==> src/rtl/clk_div_mc.sv <==
// Multi-channel programmable clock divider with a two-byte command parser.
// One byte source is selected. Each command is a {header, divisor} byte
// pair. It programs a per-channel shadow divisor or a stop request, and
// the channel picks the new value up only at its own period boundary, so
// the divided clocks never glitch.
module clk_div_mc #(
  parameter int CH_NUM  = 4,
  parameter int NUM_SRC = 3,
  parameter int SEL_W   = 2,
  parameter int TIMEOUT = 1000
) (
  input  logic                 clk_i,
  input  logic                 rst_i,
  input  logic [SEL_W-1:0]     src_sel_i,
  input  logic [NUM_SRC*8-1:0] src_data_i,
  input  logic [NUM_SRC-1:0]   src_vld_i,
  output logic [CH_NUM-1:0]    div_clk_o,
  output logic [CH_NUM-1:0]    ch_en_o,
  output logic                 cfg_busy_o,
  output logic                 cfg_done_o,
  output logic                 cfg_err_o
);

  localparam int TMO_W = $clog2(TIMEOUT + 1);

  typedef enum logic {
    IDLE,
    WAIT_DATA
  } state_e;

  // Parser state
  state_e           state_q, state_d;
  logic [3:0]       ch_q, ch_d;
  logic             en_q, en_d;
  logic [TMO_W-1:0] tmo_q, tmo_d;
  logic [SEL_W-1:0] sel_q;
  logic             err_q, err_d;
  logic             done_q, done_d;
  logic             commit;

  // Per-channel state
  logic [7:0]        shadow_q [CH_NUM];
  logic [7:0]        shadow_d [CH_NUM];
  logic [7:0]        act_q    [CH_NUM];
  logic [7:0]        act_d    [CH_NUM];
  logic [7:0]        cnt_q    [CH_NUM];
  logic [7:0]        cnt_d    [CH_NUM];
  logic [CH_NUM-1:0] pend_q, pend_d;
  logic [CH_NUM-1:0] pend_en_q, pend_en_d;
  logic [CH_NUM-1:0] run_q, run_d;
  logic [CH_NUM-1:0] div_q, div_d;

  // Selected byte source
  logic       byte_vld;
  logic [7:0] byte_data;
  logic       sel_chg;
  logic       hdr_ok;

  // High phase covers counts 0 .. ceil(n/2)-1.
  function automatic logic high_at(input logic [7:0] cnt, input logic [7:0] n);
    logic [8:0] half;
    half = ({1'b0, n} + 9'd1) >> 1;
    return ({1'b0, cnt} < half);
  endfunction

  // Route the selected source to the parser; out-of-range selects match nothing.
  always_comb begin
    // NOTE: every combinational output gets a default first so no path can infer a latch.
    byte_vld  = 1'b0;
    byte_data = '0;
    for (int k = 0; k < NUM_SRC; k++) begin
      if (src_sel_i == SEL_W'(k)) begin
        byte_vld  = src_vld_i[k];
        byte_data = src_data_i[8*k +: 8];
      end
    end
  end

  assign sel_chg = (src_sel_i != sel_q);
  assign hdr_ok  = (byte_data[7:6] == 2'b10) &&
                   ({28'd0, byte_data[3:0]} < 32'(CH_NUM));

  // Command FSM next-state: header decode, divisor commit, timeout and abort.
  always_comb begin
    state_d = state_q;
    ch_d    = ch_q;
    en_d    = en_q;
    tmo_d   = tmo_q;
    err_d   = 1'b0;
    done_d  = 1'b0;
    commit  = 1'b0;
    case (state_q)
      IDLE: begin
        tmo_d = '0;
        if (byte_vld) begin
          if (hdr_ok) begin
            ch_d    = byte_data[3:0];
            en_d    = byte_data[5];
            state_d = WAIT_DATA;
          end else begin
            err_d = 1'b1;
          end
        end
      end
      WAIT_DATA: begin
        if (sel_chg) begin
          // A byte arriving together with a source switch is dropped.
          err_d   = 1'b1;
          state_d = IDLE;
          tmo_d   = '0;
        end else if (byte_vld) begin
          if (en_q && (byte_data < 8'd2)) begin
            err_d = 1'b1;
          end else begin
            commit = 1'b1;
            done_d = 1'b1;
          end
          state_d = IDLE;
          tmo_d   = '0;
        end else if (tmo_q == TMO_W'(TIMEOUT - 1)) begin
          err_d   = 1'b1;
          state_d = IDLE;
          tmo_d   = '0;
        end else begin
          tmo_d = tmo_q + 1'b1;
        end
      end
    endcase
  end

  // Command FSM registers.
  always_ff @(posedge clk_i) begin
    // NOTE: sequential state uses non-blocking assignments so every flop samples pre-edge values.
    if (rst_i) begin
      state_q <= IDLE;
      ch_q    <= '0;
      en_q    <= 1'b0;
      tmo_q   <= '0;
      sel_q   <= '0;
      err_q   <= 1'b0;
      done_q  <= 1'b0;
    end else begin
      state_q <= state_d;
      ch_q    <= ch_d;
      en_q    <= en_d;
      tmo_q   <= tmo_d;
      sel_q   <= src_sel_i;
      err_q   <= err_d;
      done_q  <= done_d;
    end
  end

  // Channel dividers: count, apply pending changes at boundaries, latch commits.
  always_comb begin
    pend_d    = pend_q;
    pend_en_d = pend_en_q;
    run_d     = run_q;
    div_d     = div_q;
    for (int i = 0; i < CH_NUM; i++) begin
      shadow_d[i] = shadow_q[i];
      act_d[i]    = act_q[i];
      cnt_d[i]    = cnt_q[i];

      if (run_q[i]) begin
        if (cnt_q[i] == act_q[i] - 8'd1) begin
          cnt_d[i] = '0;
          div_d[i] = 1'b1;
          if (pend_q[i]) begin
            pend_d[i] = 1'b0;
            if (pend_en_q[i]) begin
              act_d[i] = shadow_q[i];
            end else begin
              run_d[i] = 1'b0;
              div_d[i] = 1'b0;
            end
          end
        end else begin
          cnt_d[i] = cnt_q[i] + 8'd1;
          div_d[i] = high_at(cnt_q[i] + 8'd1, act_q[i]);
        end
      end else if (pend_q[i]) begin
        // A stopped channel has no phase to protect: start right away.
        pend_d[i] = 1'b0;
        if (pend_en_q[i]) begin
          act_d[i] = shadow_q[i];
          cnt_d[i] = '0;
          run_d[i] = 1'b1;
          div_d[i] = 1'b1;
        end
      end

      // A fresh commit overrides whatever was pending; the last one wins.
      if (commit && (ch_q == 4'(i))) begin
        pend_d[i]    = 1'b1;
        pend_en_d[i] = en_q;
        if (en_q) begin
          shadow_d[i] = byte_data;
        end
      end
    end
  end

  // Channel registers.
  always_ff @(posedge clk_i) begin
    if (rst_i) begin
      pend_q    <= '0;
      pend_en_q <= '0;
      run_q     <= '0;
      div_q     <= '0;
      // NOTE: the divisor arrays are reset because a zeroed divisor is part of the defined idle state.
      for (int i = 0; i < CH_NUM; i++) begin
        shadow_q[i] <= '0;
        act_q[i]    <= '0;
        cnt_q[i]    <= '0;
      end
    end else begin
      pend_q    <= pend_d;
      pend_en_q <= pend_en_d;
      run_q     <= run_d;
      div_q     <= div_d;
      for (int i = 0; i < CH_NUM; i++) begin
        shadow_q[i] <= shadow_d[i];
        act_q[i]    <= act_d[i];
        cnt_q[i]    <= cnt_d[i];
      end
    end
  end

  assign div_clk_o  = div_q;
  assign ch_en_o    = run_q;
  assign cfg_busy_o = (state_q == WAIT_DATA);
  assign cfg_done_o = done_q;
  assign cfg_err_o  = err_q;

endmodule

==> config.mk <==
export PLATFORM = sky130hd
export DESIGN_NAME = clk_div_mc
export DESIGN_NICKNAME = d
export VERILOG_FILES = /design/src/rtl/clk_div_mc.sv
export SDC_FILE = /design/constraint.sdc
export NUM_CORES = 1
export LEC_CHECK = 0
export BUFFER_PORTS_ARGS = -buffer_cell sky130_fd_sc_hd__buf_2
export CAP_MARGIN = 20
export CORE_AREA = 4 4 148 150
export DETAILED_ROUTE_END_ITERATION = 10
export DIE_AREA = 0 0 152 154
export SYNTH_ARGS = -nofsm -noshare
export SYNTH_HDL_FRONTEND = slang
export SYNTH_SLANG_ARGS = --single-unit
==> constraint.sdc <==
create_clock -name clk_i -period 4.8 [get_ports clk_i]
set_clock_uncertainty 0.1 [all_clocks]
set_input_delay 0.24 -clock clk_i [delete_from_list [all_inputs] [get_ports clk_i]]
set_output_delay 0.24 -clock clk_i [all_outputs]
set_load 0.005 [all_outputs]
==> PnR_summary.wiki, run 1 <==
{| class="wikitable"
! Metric !! Value
|-
| Instance area at placement || 8040 µm²
|-
| Total die area || 23,400 µm²
|-
| Total Routing Usage GR || 14.3%
|-
| Share of layout cells above drive strength 1 || 9.70%
|-
| Power share of the combinational group || 3.0%
|-
| Highest attainable clock frequency || 0.330 GHz
|-
| Classification of the worst setup path || reg -> reg
|-
| Global-route wire length before repair || 28,200 µm
|-
| Cell family with the largest share of critical-path delay || simple AND/OR/NAND/NOR gates
|-
| Post-route fraction of the period consumed by the critical path || 63.1%
|-
| Worst-path cell chain || inv_1 -> ha_1 -> and3_1 -> a2111oi_0 -> a2111oi_2 -> nor2b_1 -> nor2_4 -> mux2i_1
|-
| I/O pins || 42
|-
| Worst skew pair latency || 0.42 ns
|-
| Number of antenna cells inserted || 0
|-
| Pins Over Slew Limit || 0
|-
| Highest net fanout along the worst path || 10
|-
| Die height || 154 µm
|-
| Net switching fraction of the power || 21.5%
|-
| Max cap viols || 0
|-
| Layout fillers || 2,099
|-
| Register area share after synthesis || 34.3%
|-
| Critical path's largest stage delay || 0.66 ns
|-
| Core box area || 20,700 µm²
|-
| Fraction of registers with async set/reset || 0%
|-
| Clock sink total || 132
|-
| Routability cong. || 0.784
|-
| Depth of the CTS H-tree || 4
|-
| Area delta synth->final || 12.7%
|-
| VDD IR-drop max || 0.289 mV
|-
| Root Driver || sky130_fd_sc_hd__clkbuf_16
|-
| Max clock buf depth || 2
|-
| Final std cell area, no fill || 8680 µm²
|-
| Total setup buffers inserted after CTS || 0
|-
| Most frequent cell after synthesis || sky130_fd_sc_hd__dfxtp_1
|-
| Count of state elements after synthesis || 132
|-
| Unrepaired setup endpoints after global routing || false
|-
| Library cell occupying the most area in the post-synthesis netlist || sky130_fd_sc_hd__dfxtp_1
|-
| DRC violation count after routing || 0
|-
| Top cells by area in the synthesized netlist || sky130_fd_sc_hd__dfxtp_1 (34%), sky130_fd_sc_hd__mux2i_1 (9.1%), sky130_fd_sc_hd__ha_1 (6.7%)
|-
| Internal power || 0.00199 W
|-
| Avg Cell Area, Syn || 8.38 µm²
|-
| Number of vias in the routed layout || 6,192
|-
| CTS Hold Bufs || 0
|-
| Startpoint type of the worst setup path || register
|-
| Worst EP required || 5.00 ns
|-
| CTS tree || built
|-
| Clock period minus worst slack || 3.03 ns
|-
| Fin. Hold Viols || 0
|-
| Top post-synthesis cells by count || sky130_fd_sc_hd__dfxtp_1 (132), sky130_fd_sc_hd__nor2_1 (119), sky130_fd_sc_hd__nand2_1 (85)
|-
| HPWL Detailed || 11,700 µm
|-
| Core Rows || 53
|-
| Initial antenna violation count || 0
|-
| Critical-path top delay cell || sky130_fd_sc_hd__nor2b_1
|-
| Clock transition at the registers of the reported paths || 0.06 ns
|-
| Total standard cell area after synthesis || 7700 µm²
|-
| Remaining antenna violation count || 0
|-
| Net count reported at finish || 997
|-
| Synthesized netlist cell count || 919
|-
| Number of nets in the synthesized netlist || 991
|-
| Die X || 152 µm
|-
| Worst-margin pin slew || 0.964 ns
|-
| Worst path bufs/invs || 1
|-
| Count of flip-flops with a built-in enable after synthesis || 0
|-
| Clock share of power || 53.5%
|-
| Flop pwr share || 43.5%
|-
| Category of the worst setup path capture point || register
|-
| Count of endpoints failing setup in the final report || 0
|-
| Status || complete, no violations
|-
| Unique cell type count in the Yosys netlist || 65
|-
| Proportion of netlist area held by the largest area contributor || 34.3%
|-
| CTS resizes || 0
|-
| Count of routing violations after the opening detailed-route iteration || 326
|-
| Average detailed-routed wire length per instance || 13.6 µm
|-
| Switching power of the nets || 0.000544 W
|-
| TritonCTS buffer count || 17
|-
| Post-synth top flop || sky130_fd_sc_hd__dfxtp_1
|-
| Worst rel slew slack || 35.1%
|-
| Overall overflow remaining after global route || 0
|-
| Type of the worst min-delay path || in -> reg
|-
| Maximum number of pins on one net before global-route repair || 69
|-
| Power per cell area || 292 nW/µm²
|-
| Total negative slack for setup checks || 0 ns
|-
| First-pass DRT Iterations || 4
|-
| Static power due to leakage || 3.52 nW
|-
| Starting density of the core || 37.2%
|-
| Arrival @ worst endpoint || 3.22 ns
|-
| Buffers added on ports || 41
|-
| Via density per instance || 5.10
|-
| Overall routed net length || 16,500 µm
|-
| Warning count from the yosys run || 0
|-
| Number of global-route vias before repair || 5,816
|}
## power by group through the flow
stage,registers (W),logic [W],clock network (W)
3_3_place_gp,0.00112,0.0000750,0
4_1_cts,0.00110,0.0000750,0.00139
2_1_floorplan,0.00112,0.0000450,0
3_5_place_dp,0.00112,0.0000748,0
6_report,0.00110,0.0000768,0.00135
5_1_grt,0.00110,0.0000857,0.00143
## kinds of logic after synthesis
group,count (synthesis),share of synthesized area [%]
and+or+nand+nor,366,22.8
AOI/OAI and AO/OA,148,13.2
DFF,132,34.3
xor gates and xnor gates,90,10.2
buffers and inverters,71,3.61
muxes,71,9.24
adders and majority gates,41,6.66
## layer usage
layer	vias to the layer above	part of all wire (%)	track usage (%)
met5	-	0	0
met4	0	1.4	5.09
met3	16	3.0	2.34
met2	79	46	23.3
met1	2865	50	19.2
li1	3232	-	-
## cell type report
cell class              instances  area (µm²)  share of cell area, %
multi-input cells             716        4780                   55.1
flip-flops and latches        132        2640                   30.4
clock buffers                  18         429                   4.94
well taps                     275         344                   3.96
repair buffers                 43         243                   2.80
clock inverters                14         186                   2.15
inverters                      15        56.3                  0.649
## registers in the layout, indices dropped and copies added (netlist names)
signal and flops:
shadow_q 32, div_clk_o 4, act_q 32, ch_q 4, cfg_err_o 1, cnt_q 32, sel_q 2, cfg_done_o 1
tmo_q 10, pend_q 4, cfg_busy_o 1, en_q 1, ch_en_o 4, pend_en_q 4
## through the flow
step                cells  util, %  hold WS, ns  total power, W  setup WS, ns
CTS                  1212     41.8       0.0689         0.00256          1.81
detailed placement   1180     38.9        0.357         0.00120          1.61
global route         1213     42.0       0.0997         0.00262          1.54
global placement     1180     38.9        0.348         0.00120          1.65
floorplan             919        -        0.326         0.00117          2.07
finish               1213     42.0       0.0908         0.00253          1.77
## worst register-to-register path, stage by stage, from the launching register on
cell and delay (ns):
sky130_fd_sc_hd__dfxtp_1 0.47, sky130_fd_sc_hd__inv_1 0.10, sky130_fd_sc_hd__ha_1 0.31, sky130_fd_sc_hd__and3_1 0.20
sky130_fd_sc_hd__a2111oi_0 0.55, sky130_fd_sc_hd__a2111oi_2 0.16, sky130_fd_sc_hd__nor2b_1 0.66, sky130_fd_sc_hd__nor2_4 0.19
sky130_fd_sc_hd__mux2i_1 0.16
## final timing paths
path	to	cells past startpoint	slack, ns	from
min	sel_q[1]$_SDFF_PP0_	2	0.09	src_sel_i[1]
min reg2reg	act_q[2][5]$_SDFFE_PP0P_	2	0.36	shadow_q[2][5]$_SDFFE_PP0P_
max	act_q[2][4]$_SDFFE_PP0P_	8	1.77	act_q[2][0]$_SDFFE_PP0P_
max reg2reg	act_q[2][4]$_SDFFE_PP0P_	8	1.77	act_q[2][0]$_SDFFE_PP0P_
## cells in the final DEF (no fill, tap or decap), types with 26 or more instances in the layout
cell | netlist | routed
sky130_fd_sc_hd__a21oi_1 | 47 | 47
sky130_fd_sc_hd__xor2_1 | 38 | 38
sky130_fd_sc_hd__ha_1 | 41 | 41
sky130_fd_sc_hd__xnor2_1 | 52 | 52
sky130_fd_sc_hd__buf_2 | 5 | 40
sky130_fd_sc_hd__mux2i_1 | 70 | 70
sky130_fd_sc_hd__nor2_1 | 119 | 119
sky130_fd_sc_hd__nor3_1 | 26 | 26
sky130_fd_sc_hd__dfxtp_1 | 132 | 132
sky130_fd_sc_hd__nand3_1 | 47 | 47
sky130_fd_sc_hd__nand2_1 | 85 | 85
Power figures use the tool's default switching activity.
==> inputs of run 2 (changes only) <==
--- a/config.mk
+++ b/config.mk
@@ -5,11 +5,12 @@
 export SDC_FILE = /design/constraint.sdc
 export NUM_CORES = 1
 export LEC_CHECK = 0
+export ABC_AREA = 1
 export BUFFER_PORTS_ARGS = -buffer_cell sky130_fd_sc_hd__buf_2
 export CAP_MARGIN = 20
-export CORE_AREA = 4 4 148 150
+export CORE_AREA = 4 4 154 156
 export DETAILED_ROUTE_END_ITERATION = 10
-export DIE_AREA = 0 0 152 154
+export DIE_AREA = 0 0 158 160
 export SYNTH_ARGS = -nofsm -noshare
 export SYNTH_HDL_FRONTEND = slang
 export SYNTH_SLANG_ARGS = --single-unit
==> constraint.sdc (replaced) <==
create_clock -name clk_i -period 2.5 [get_ports clk_i]
set_clock_uncertainty 0.1 [all_clocks]
set_input_delay 0.125 -clock clk_i [delete_from_list [all_inputs] [get_ports clk_i]]
set_output_delay 0.125 -clock clk_i [all_outputs]
set_load 0.005 [all_outputs]
==> run 2 against run 1 <==
- area after synthesis grew 9.0%
- highest routed layer is now met5
- via count grew 19%
- largest power group unchanged
- largest cell class unchanged
- die area grew 8.0%
- worst setup slack lost 1.5 ns
==> PnR_summary.wiki, run 2 <==
{| class="wikitable"
! Metric !! Value
|-
| Clock sink total || 132 (unchanged)
|-
| Final critical-path setup slack || 0.245 ns (-1.53 ns)
|-
| Count of routing violations after the opening detailed-route iteration || 447 (+37%)
|-
| Warning count from the yosys run || 0 (unchanged)
|-
| Classification of the worst setup path || reg -> reg
|-
| CTS Hold Bufs || 0 (unchanged)
|-
| Static power due to leakage || 4.09 nW (+16%)
|-
| Area delta synth->final || 12.7% (about the same)
|-
| Maximum number of pins on one net before global-route repair || 44 (-36%)
|-
| Number of vias in the routed layout || 7,399 (+19%)
|-
| VDD IR-drop max || 0.436 mV (+51%)
|-
| Core box area || 22,400 µm² (+8.1%)
|-
| Die X || 158 µm (+3.9%)
|-
| Unrepaired setup endpoints after global routing || false
|-
| Capturing element of the worst setup path || div_clk_o[0]$_SDFFE_PP0P_
|-
| Overall overflow remaining after global route || 0 (unchanged)
|-
| Routability cong. || 0.861 (+9.9%)
|-
| Status || complete, no violations
|-
| Total standard cell area after synthesis || 8390 µm² (+9.0%)
|-
| Initial antenna violation count || 1 (+1)
|-
| I/O pins || 42 (unchanged)
|-
| Number of nets in the synthesized netlist || 1,310 (+32%)
|-
| Count of endpoints failing setup in the final report || 0 (unchanged)
|-
| Worst rel slew slack || 48.9% (+14 points)
|-
| Commonest non-fill, non-tap cell in the layout || sky130_fd_sc_hd__nand2_1
|-
| Pre-CTS setup slack || 0.153 ns (-1.46 ns)
|-
| First-pass DRT Iterations || 5 (+1)
|-
| Core Rows || 55 (+3.8%)
|-
| Launching element of the worst setup path || act_q[0][0]$_SDFFE_PP0P_
|-
| Synthesized netlist cell count || 1,238 (+35%)
|-
| Count of state elements after synthesis || 132 (unchanged)
|-
| CTS tree || built
|-
| Avg Cell Area, Syn || 6.78 µm² (-19%)
|-
| Total setup buffers inserted after CTS || 0 (unchanged)
|-
| Root Driver || sky130_fd_sc_hd__clkbuf_16
|-
| Via density per instance || 4.72 (-7.6%)
|-
| DRC violation count after routing || 0 (unchanged)
|-
| Share of layout cells above drive strength 1 || 12.5% (+2.8 points)
|-
| Total negative slack for setup checks || 0 ns (unchanged)
|-
| Net count reported at finish || 1,343 (+35%)
|-
| Fraction of registers with async set/reset || 0% (unchanged)
|-
| Category of the worst setup path capture point || register
|-
| Die height || 160 µm (+3.9%)
|-
| Worst EP required || 2.72 ns (-2.28 ns)
|-
| Number of antenna cells inserted || 0 (unchanged)
|-
| Highest net fanout along the worst path || 6 (-4)
|-
| Clock period minus worst slack || 2.26 ns (-0.772 ns)
|-
| Average detailed-routed wire length per instance || 11.9 µm (-13%)
|-
| Number of global-route vias before repair || 6,830 (+17%)
|-
| Depth of the CTS H-tree || 4 (unchanged)
|-
| Fin. Hold Viols || 0 (unchanged)
|-
| Pwr Total || 0.00498 W (+97%)
|-
| Remaining antenna violation count || 0 (unchanged)
|-
| HPWL Detailed || 13,400 µm (+15%)
|-
| Unique cell type count in the Yosys netlist || 37 (-43%)
|-
| Post-synth top flop || sky130_fd_sc_hd__dfxtp_1
|-
| Register area share after synthesis || 31.5% (-2.8 points)
|-
| Global-route wire length before repair || 32,400 µm (+15%)
|-
| Worst skew pair latency || 0.41 ns (about the same)
|-
| Hold slack final || 0.0340 ns (-0.0568 ns)
|-
| Count of flip-flops with a built-in enable after synthesis || 0 (unchanged)
|-
| Worst-margin pin slew || 0.764 ns (-0.200 ns)
|-
| Startpoint type of the worst setup path || register
|-
| Type of the worst min-delay path || in -> reg
|-
| Library cell occupying the most area in the post-synthesis netlist || sky130_fd_sc_hd__dfxtp_1
|-
| Clock transition at the registers of the reported paths || 0.06 ns (about the same)
|-
| Terminus of the critical flop-to-flop path || div_clk_o[0]$_SDFFE_PP0P_
|-
| Post-route fraction of the period consumed by the critical path || 90.2% (+27 points)
|-
| Buffers added on ports || 41 (unchanged)
|-
| R2R Path Start || act_q[0][0]$_SDFFE_PP0P_
|-
| Power per cell area || 527 nW/µm² (+81%)
|-
| Layout fillers || 2,305 (+9.8%)
|-
| Arrival @ worst endpoint || 2.47 ns (-0.75 ns)
|-
| TritonCTS buffer count || 17 (unchanged)
|-
| Max cap viols || 0 (unchanged)
|-
| Overall routed net length || 18,600 µm (+13%)
|-
| Starting density of the core || 37.5% (+0.31 points)
|-
| Total Routing Usage GR || 15.3% (+0.98 points)
|-
| Proportion of netlist area held by the largest area contributor || 31.5% (-2.8 points)
|-
| Largest regs || act_q x32, cnt_q x32, shadow_q x32
|-
| Top post-synthesis cells by count || sky130_fd_sc_hd__nand2_1 (285), sky130_fd_sc_hd__nor2_1 (169), sky130_fd_sc_hd__nand3_1 (136)
|-
| Internal reg-to-reg setup slack || 0.24 ns (-1.53 ns)
|-
| Cell count of the worst reg-to-reg path || 14 (+6)
|-
| Pins Over Slew Limit || 0 (unchanged)
|-
| Most frequent cell after synthesis || sky130_fd_sc_hd__nand2_1
|-
| Top cells by area in the synthesized netlist || sky130_fd_sc_hd__dfxtp_1 (31%), sky130_fd_sc_hd__nand2_1 (13%), sky130_fd_sc_hd__nand3_1 (8.1%)
|-
| Highest attainable clock frequency || 0.443 GHz (+34%)
|-
| Most used cells in the layout excluding fill and tap cells || sky130_fd_sc_hd__nand2_1 (285), sky130_fd_sc_hd__nor2_1 (169), sky130_fd_sc_hd__nand3_1 (136), sky130_fd_sc_hd__dfxtp_1 (132), sky130_fd_sc_hd__inv_1 (119)
|-
| Max clock buf depth || 2 (unchanged)
|-
| Total die area || 25,300 µm² (+8.0%)
|}
==> run 2: kinds of logic after synthesis <==
group / Yosys count / share of synthesized area [%]
muxes: 2 / 0.239
xor gates and xnor gates: 77 / 8.04
AOI/OAI and AO/OA: 125 / 7.63
and+or+nand+nor: 681 / 37.2
DFF: 132 / 31.5
adders and majority gates: 41 / 6.11
buffers and inverters: 180 / 9.33
==> run 2: repair_timing <==
| item | 4_1_cts | 5_1_grt |
|---|---|---|
| gates resized for setup | 0 | 7 |
| endpoints found under the setup margin | 0 | 5 |
| endpoints found under the hold margin | 0 | 0 |
==> run 2: worst min-delay path by stage <==
stage,from,end,slack (ns),cells after the start
floorplan,cfg_done_o$_SDFF_PP0_,cfg_done_o,0.31,0
global placement,tmo_q[0]$_SDFF_PP0_,tmo_q[0]$_SDFF_PP0_,0.33,1
detailed placement,tmo_q[0]$_SDFF_PP0_,tmo_q[0]$_SDFF_PP0_,0.35,1
CTS,src_sel_i[1],sel_q[1]$_SDFF_PP0_,0.02,3
global route,src_sel_i[1],sel_q[1]$_SDFF_PP0_,0.05,3
finish,src_sel_i[1],sel_q[1]$_SDFF_PP0_,0.03,3
==> run 2: area by class of cell <==
cell class	count	area [µm²]	area share [%]
inverters	136	520	5.50
multi-input cells	926	5000	52.9
repair buffers	58	345	3.65
clock inverters	14	151	1.60
clock buffers	18	439	4.64
flip-flops and latches	132	2640	27.9
well taps	285	357	3.77
==> run 2: worst max-delay path, stage by stage, from the launching register on <==
cell	delay (ns)
sky130_fd_sc_hd__dfxtp_1	0.38
sky130_fd_sc_hd__inv_1	0.13
sky130_fd_sc_hd__nor3_2	0.25
sky130_fd_sc_hd__nand3_1	0.14
sky130_fd_sc_hd__nor2_1	0.12
sky130_fd_sc_hd__nand2_1	0.07
sky130_fd_sc_hd__xor2_1	0.15
sky130_fd_sc_hd__ha_1	0.27
sky130_fd_sc_hd__nand2_1	0.05
sky130_fd_sc_hd__o21ai_0	0.18
sky130_fd_sc_hd__a21oi_1	0.06
sky130_fd_sc_hd__nand2_1	0.08
sky130_fd_sc_hd__nand3_1	0.06
sky130_fd_sc_hd__nand3_1	0.08
sky130_fd_sc_hd__inv_1	0.04
==> run 2: power by group <==
part	switching (W)	internal, W
Combinational	0.000231	0.000118
Clock	0.000986	0.00150
Sequential	0.0000181	0.00212
Total	0.00124	0.00374
==> run 2: per-layer routing <==
layer | track usage, % | vias to the layer above | routed length [µm]
li1 | - | 4002 | -
met1 | 22.0 | 3269 | 9470
met2 | 23.5 | 108 | 8220
met5 | 0 | - | 13
met3 | 2.55 | 18 | 666
met4 | 4.07 | 2 | 227
==> run 2: metrics by stage <==
step | util (%) | instances | instance area (µm²)
floorplan | - | 1238 | 8390
global placement | 39.5 | 1537 | 8830
detailed placement | 39.5 | 1537 | 8830
CTS | 42.1 | 1569 | 9420
global route | 42.3 | 1569 | 9460
finish | 42.3 | 1569 | 9460
